### src/rtl/ctrl_executor.sv
// Control-word executor: latches one decoded control word and sequences
// ALU, memory and register-file strobes through EXEC/MEM/WB.
module ctrl_executor #(
    parameter int unsigned TIMEOUT = 16
) (
    input  logic        clk,
    input  logic        rst,
    input  logic        ctrl_valid,
    input  logic [7:0]  ctrl_in,
    output logic        ctrl_ready,
    input  logic        alu_zero,
    input  logic        mem_ack,
    output logic        alu_en,
    output logic        alu_src,
    output logic [1:0]  alu_op,
    output logic        mem_rd,
    output logic        mem_wr,
    output logic        reg_we,
    output logic        wb_sel,
    output logic        pc_src,
    output logic        done,
    output logic        illegal,
    output logic        mem_err,
    output logic [15:0] retired_cnt
);

    typedef enum logic [1:0] {
        IDLE,
        EXEC,
        MEM,
        WB
    } state_t;

    localparam logic [7:0] TO8 = 8'(TIMEOUT);

    state_t      state, state_nxt;
    logic [7:0]  word;
    logic [7:0]  wait_cnt, wait_nxt;
    logic [15:0] cnt;

    logic w_alusrc, w_memtoreg, w_regwrite, w_memread, w_memwrite, w_branch;
    logic [1:0] w_aluop;
    logic       w_illegal;

    logic rdy_c, en_c, rd_c, wr_c, we_c, sel_c, pc_c, dn_c, ill_c, err_c;
    logic src_c;
    logic [1:0] op_c;

    assign w_alusrc   = word[7];
    assign w_memtoreg = word[6];
    assign w_regwrite = word[5];
    assign w_memread  = word[4];
    assign w_memwrite = word[3];
    assign w_branch   = word[2];
    assign w_aluop    = word[1:0];
    assign w_illegal  = (w_aluop == 2'b11) | (w_memread & w_memwrite);

    always_ff @(posedge clk) begin
        if (rst) begin
            state    <= IDLE;
            word     <= '0;
            wait_cnt <= '0;
            cnt      <= '0;
        end else begin
            state    <= state_nxt;
            wait_cnt <= wait_nxt;
            if (state == IDLE && ctrl_valid) begin
                word <= ctrl_in;
            end
            if (dn_c) begin
                cnt <= cnt + 16'd1;
            end
        end
    end

    always_comb begin
        state_nxt = state;
        wait_nxt  = wait_cnt;
        rdy_c     = 1'b0;
        en_c      = 1'b0;
        src_c     = 1'b0;
        op_c      = 2'b00;
        rd_c      = 1'b0;
        wr_c      = 1'b0;
        we_c      = 1'b0;
        sel_c     = 1'b0;
        pc_c      = 1'b0;
        dn_c      = 1'b0;
        ill_c     = 1'b0;
        err_c     = 1'b0;
        case (state)
            IDLE: begin
                rdy_c    = 1'b1;
                wait_nxt = '0;
                if (ctrl_valid) begin
                    state_nxt = EXEC;
                end
            end
            EXEC: begin
                en_c     = 1'b1;
                src_c    = w_alusrc;
                op_c     = w_aluop;
                wait_nxt = 8'd1;
                if (w_illegal) begin
                    ill_c     = 1'b1;
                    state_nxt = IDLE;
                end else if (w_branch) begin
                    pc_c      = alu_zero;
                    dn_c      = 1'b1;
                    state_nxt = IDLE;
                end else if (w_memread | w_memwrite) begin
                    state_nxt = MEM;
                end else if (w_regwrite) begin
                    state_nxt = WB;
                end else begin
                    dn_c      = 1'b1;
                    state_nxt = IDLE;
                end
            end
            MEM: begin
                rd_c = w_memread;
                wr_c = w_memwrite;
                // done retires in the ack cycle itself when there is no write-back
                if (mem_ack) begin
                    if (w_regwrite) begin
                        state_nxt = WB;
                    end else begin
                        dn_c      = 1'b1;
                        state_nxt = IDLE;
                    end
                end else if (wait_cnt == TO8) begin
                    err_c     = 1'b1;
                    state_nxt = IDLE;
                end else begin
                    wait_nxt = wait_cnt + 8'd1;
                end
            end
            WB: begin
                we_c      = 1'b1;
                sel_c     = w_memtoreg;
                dn_c      = 1'b1;
                state_nxt = IDLE;
            end
            default: state_nxt = IDLE;
        endcase
    end

    // Every output is forced low while reset is held, even before the reset edge.
    assign ctrl_ready  = rdy_c & ~rst;
    assign alu_en      = en_c & ~rst;
    assign alu_src     = src_c & ~rst;
    assign alu_op      = op_c & {2{~rst}};
    assign mem_rd      = rd_c & ~rst;
    assign mem_wr      = wr_c & ~rst;
    assign reg_we      = we_c & ~rst;
    assign wb_sel      = sel_c & ~rst;
    assign pc_src      = pc_c & ~rst;
    assign done        = dn_c & ~rst;
    assign illegal     = ill_c & ~rst;
    assign mem_err     = err_c & ~rst;
    assign retired_cnt = rst ? '0 : cnt;

endmodule

### config.mk
export PLATFORM = sky130hd
export DESIGN_NAME = ctrl_executor
export DESIGN_NICKNAME = d
export VERILOG_FILES = /design/src/rtl/ctrl_executor.sv
export SDC_FILE = /design/constraint.sdc
export NUM_CORES = 1
export LEC_CHECK = 0
export BUFFER_PORTS_ARGS = -buffer_cell sky130_fd_sc_hd__buf_2
export CORE_UTILIZATION = 45
export DETAILED_ROUTE_END_ITERATION = 10
export GPL_ROUTABILITY_DRIVEN = 0
export GPL_TIMING_DRIVEN = 0
export PLACE_DENSITY = 0.67
export SYNTH_ARGS = -nofsm -noshare
export SYNTH_HDL_FRONTEND = slang
export SYNTH_SLANG_ARGS = --single-unit
### constraint.sdc
create_clock -name clk -period 2.64 [get_ports clk]
set_input_delay 0.264 -clock clk [delete_from_list [all_inputs] [get_ports clk]]
set_output_delay 0.264 -clock clk [all_outputs]
set_load 0.01 [all_outputs]
## After elaboration in Yosys (flattened, before gate mapping)

Cells that the tools add are included.
Widths: inputs -> output; s select.

- Add/subtract/negate cells: 2
- Eq/ne operators: 9
- Muxes and demuxes: 34
- Bitwise operators: 16
- Reductions and logical operators: 5

Operators with widths:

| kind | count |
|---|---|
| $pmux 8 s3 | 1 |
| $mux 1 | 20 |
| $add 16x1->16 const B | 1 |
| $mux 16 | 1 |
| $mux 2 | 8 |
| $mux 8 | 2 |
| $and 1x1->1 | 12 |
| $add 8x1->8 const B | 1 |
| $eq 8x5->1 const B | 1 |
| $pmux 2 s4 | 1 |
| $eq 2x2->1 const B | 3 |
| $ne 2x2->1 const B | 3 |
| $ne 3x3->1 const B | 1 |
| $pmux 1 s3 | 1 |
| $reduce_and 3->1 | 1 |
| $reduce_bool 3->1 | 1 |
| $and 2x2->2 | 1 |
| $eq 2x1->1 const B | 1 |
| $logic_not 2->1 | 1 |
| $or 1x1->1 | 2 |
| $reduce_and 2->1 | 1 |
| $logic_and 1x1->1 | 1 |
| $not 1->1 | 1 |

- Register bits: 34
- Bits of input ports: 13
- Output and inout port bits: 29

## Logic depth before layout (Yosys ltp)

- Word-level depth: 6
- Mapped depth: 9

## Least setup slack after synthesis

OpenSTA, ideal clock, no wires.

- Path kind: reg2reg
- Start: register state[0]
- End: register cnt[13]
- Library setup time: 123 ps
- Arrival: 1778 ps
- Required time: 2517 ps
- Path slack: 738 ps
- Cell stages (with the launch flop): 10
- Clock period less this slack: 1902 ps
- Cell sequence: dfxtp_1 -> inv_1 -> ha_1 -> buf_6 -> and2_4 -> buf_6 -> a21oi_4 -> buf_6 -> a211oi_1 -> mux2_1

- Longest elaborated chain between the ends: 2
- Elaborated cells between the ends (all ways): 4

RTL lines:

| what | RTL line | RTL |
|---|---|---|
| start: declaration | 36 | `state_t state, state_nxt;` |
| start signal: assignment | 65 | `state <= state_nxt;` |
| $eq 2x2->1 / $eq 2x1->1 (equally long branches) | 91 | `case (state)` |
| $pmux 1 s3 * | 91 |  |
| end signal: assignment | 71 | `cnt <= cnt + 16'd1;` |
| end: declaration | 39 | `logic [15:0] cnt;` |

Every way passes the cells marked *; elsewhere a longest branch is shown, timed or not.
A chain may end at the register's enable or synchronous reset.

## Worst setup path after layout

- Start: register state[0]
- End: output port done

- Longest elaborated chain between the ends: 3
- Elaborated cells between the ends (all ways): 5

RTL lines:

| what | RTL line | RTL |
|---|---|---|
| $eq 2x2->1 / $eq 2x1->1 (equally long branches) | 91 |  |
| $pmux 1 s3 * | 91 |  |
| $and 1x1->1 * | 158 | `assign done = dn_c & ~rst;` |
| end: declaration | 21 | `output logic done,` |

Marks and branches as above.

==> run_results.csv <==
group,metric,value,unit
power_and_ir_drop,p_per_area,446,mW/mm2
sta,fin_crit_sh,91.8,%
power_and_ir_drop,clockPowerShare,33.9,%
setup_path,cp-startpoint,"state[0]",
sta,timing.fmax,413,MHz
worst_hold_path,min_path_cells,3,
finish,fin_util,55.3,%
clock_network,htreeDepth,2,
drt,met1_length,2.36,mm
drt,dr.pass1.iters,8,
finish,diodes,0,
power_and_ir_drop,p_comb_share,16.7,%
sta,fin_crit,2420,ps
floorplanning,dieWidth,70.6,um
logic_synthesis,ys_seq_area_share,32.2,%
worst_hold_path,hp-class,"in -> reg",
drt,routedWlPerCell,14.5,um
logic_synthesis,syn_inst,245,
drt,met2_length,2.29,mm
setup_path,crit_path_start_kind,"flop",
clock_network,cts_tree,"yes",
finish,seqCellArea,681,um2
setup_path,cp.arrival,2160,ps
logic_synthesis,ys.flop_type,"dfxtp_1",
clock_network,clk_latency,290,ps
setup_path,path_class,"reg -> out",
drt,ant_nets,0,
drt,wl_met3,238,um
power_and_ir_drop,p_int,768,uW
setup_path,path_max_fanout,10,
sta,slew_headroom,63.1,%
place,hpwlAfterDp,3.56,mm
logic_synthesis,yosys_warnings,0,
logic_synthesis,yosysMostFrequentCell,"dfxtp_1",
run_status,violations,"design-rule violations",
sta,rsz0062_at_grt,"false",
clock_network,cts_made_buffers,5,
floorplanning,start_util,47.6,%
clock_network,root_buffer,"clkbuf_8",
global_routing,grt_pass1_wl,8.57,mm
power_and_ir_drop,seq_power_share,49.5,%
finish,synthToLayoutAreaGrowth,16.1,%
setup_path,required,2380,ps
logic_synthesis,async_flop_share,0,%
global_routing,antenna_found_initial,0,
run_status,status,"finished with violations",
drt,routed_wl,4.96,mm
setup_path,rr_worst_depth,9,
global_routing,overflow,0,
power_and_ir_drop,p_leak,0.00102,uW
logic_synthesis,synth_edf_count,0,
logic_synthesis,synth_fp_nets,265,
floorplanning,die_h,70.6,um
drt,dr.first_iter.drc_count,84,
floorplanning,rows,24,
global_routing,grtUsageTotal,21.8,%
drt,highest_layer,"met4",
setup_path,critPathCaptureType,"output pin",
global_routing,grt_start_max_net_pins,11,
floorplanning,io_pins,42,
sta,finClkSkew,3.35,ps
floorplanning,dieArea,0.00498,mm2
setup_path,cp-endpoint,"done",
drt,vias,1934,
drt,viasPerCell,5.64,
finish,n_fill_cell,448,
logic_synthesis,synth_cell_type_count,48,
logic_synthesis,ys_ff_latch,34,
setup_path,worstReg2RegStart,"state[0]",
logic_synthesis,synth_top_area_cell,"dfxtp_1",
sta,finalSetupTns,0,ps
logic_synthesis,netlist_area,0.00212,mm2
finish,drive_above_1_share,24.7,%
logic_synthesis,synthTopCellsByCount,"dfxtp_1 (34), nor2b_1 (20), nand2_1 (18), nor2_1 (18), nand3_1 (17)",
sta,drv_slew,0,
drt,drc,6,
clock_network,path_clk_slew,70,ps
setup_path,r2r_end,"cnt[13]",
clock_network,clock_sinks,34,
logic_synthesis,synth_area_leaders,"dfxtp_1 (32%), nor2b_1 (5.9%), mux2_2 (4.8%)",
logic_synthesis,synth.top_cell.area_share,32.2,%
sta,hold_violations,0,
floorplanning,core_area,0.00444,mm2
finish,fin_nets,311,
power_and_ir_drop,switching_power,329,uW
power_and_ir_drop,peakVddDrop,0.000264,V
logic_synthesis,syn_area_per_cell,8.64,um2
finish,multiInputGateArea,0.00131,mm2
setup_path,rrSetupSlack,510,ps
place,port_buffers,39,
clock_network,clk_path_buf_depth,2,
sta,tightest_slew,550,ps
sta,setup_viol,0,
flow_run,cap_violations,0,
global_routing,grt_pass1_vias,1831,
clock_network,cts_setup_buffers,0,
power_and_ir_drop,switching_share,30.0,%
sequential cells by signal (all words and copies together), names as in the netlist:
name and flops:
word 8, wait_cnt 8, state 2, cnt 16
cells by family after synthesis:
kind of cell | after synthesis | share of synthesized area [%]
buffers and inverters | 25 | 5.74
multiplexers | 15 | 7.92
AO/OA/AOI/OAI | 50 | 19.0
flip-flops | 34 | 32.2
AND/OR/NAND/NOR | 110 | 29.4
XOR/XNOR | 4 | 1.66
adder cells (fa/ha/maj) | 7 | 4.14
routing by layer:
metal	up-vias	GRT usage (%)
met5	-	0
met2	53	35.4
met3	7	5.41
met4	0	7.56
met1	895	28.6
li1	979	-
placed cells by master (no fill, tap or decap), types with 2 or more instances in the layout:
master	Yosys	layout
inv_1	9	9
and2_1	5	5
a21o_1	2	2
clkinv_2	0	2
nor4b_1	2	2
o221ai_1	2	2
ha_1	7	7
xnor2_1	4	4
nand4_1	4	4
and3_1	4	4
a2111oi_1	4	4
buf_6	3	3
mux2_1	5	5
clkbuf_8	0	5
nor4_1	2	2
a211o_1	3	3
nor2b_1	20	20
buf_2	4	43
clkbuf_1	8	7
mux2_2	9	9
and4_1	3	3
a21oi_1	14	14
o21ai_0	4	4
dfxtp_1	34	34
nor2_1	18	18
a311oi_1	2	2
nor3_1	8	8
nand3_1	17	17
a211oi_1	10	10
nand2_1	18	18
timing repair:
item,CTS,global route
gates resized for setup,0,2
endpoints found under the setup margin,0,1
hold endpoints to repair,0,0
hold buffers,0,0
how the worst min path moves through the flow:
stage | startpoint | end | slack (ps)
after floorplan | ctrl_in[6] | word[6] | 410
after global placement | word[7] | word[7] | 440
after detailed placement | word[7] | word[7] | 450
after CTS | ctrl_in[1] | word[1] | 210
after global routing | ctrl_in[1] | word[1] | 220
final | ctrl_in[1] | word[1] | 220
layout make-up:
type	instances	share of cell area, %
plain buffers	16	3.62
clock buffers	5	2.80
clock inverters	2	0.408
inverters	9	1.38
multi-input cells	186	53.5
flip-flops and latches	34	27.7
well taps	52	2.65
repair buffers	39	7.95
power by group through the flow:
stage               combinational (uW)  clock, uW  sequential (uW)
floorplan                          132          0              551
global placement                   181          0              554
detailed placement                 182          0              554
CTS                                183        379              543
global route                       207        401              544
finish                             183        371              543
stage by stage:
step	cell area (um2)	instances	total power, uW	setup WS [ps]	hold slack, ps
2_1_floorplan	2120	245	683	738	411
3_3_place_gp	2380	336	736	526	441
3_5_place_dp	2380	336	737	462	453
4_1_cts	2450	343	1100	140	213
5_1_grt	2460	343	1150	107	224
6_report	2460	343	1100	216	221
critical path: stages (launching register included):
cell and delay, ps:
dfxtp_1 360, inv_1 90, ha_1 210, buf_6 140, and2_4 150, buf_6 140, a21oi_4 310, buf_6 190
a211oi_1 90, buf_2 170
Power figures use the tool's default switching activity.
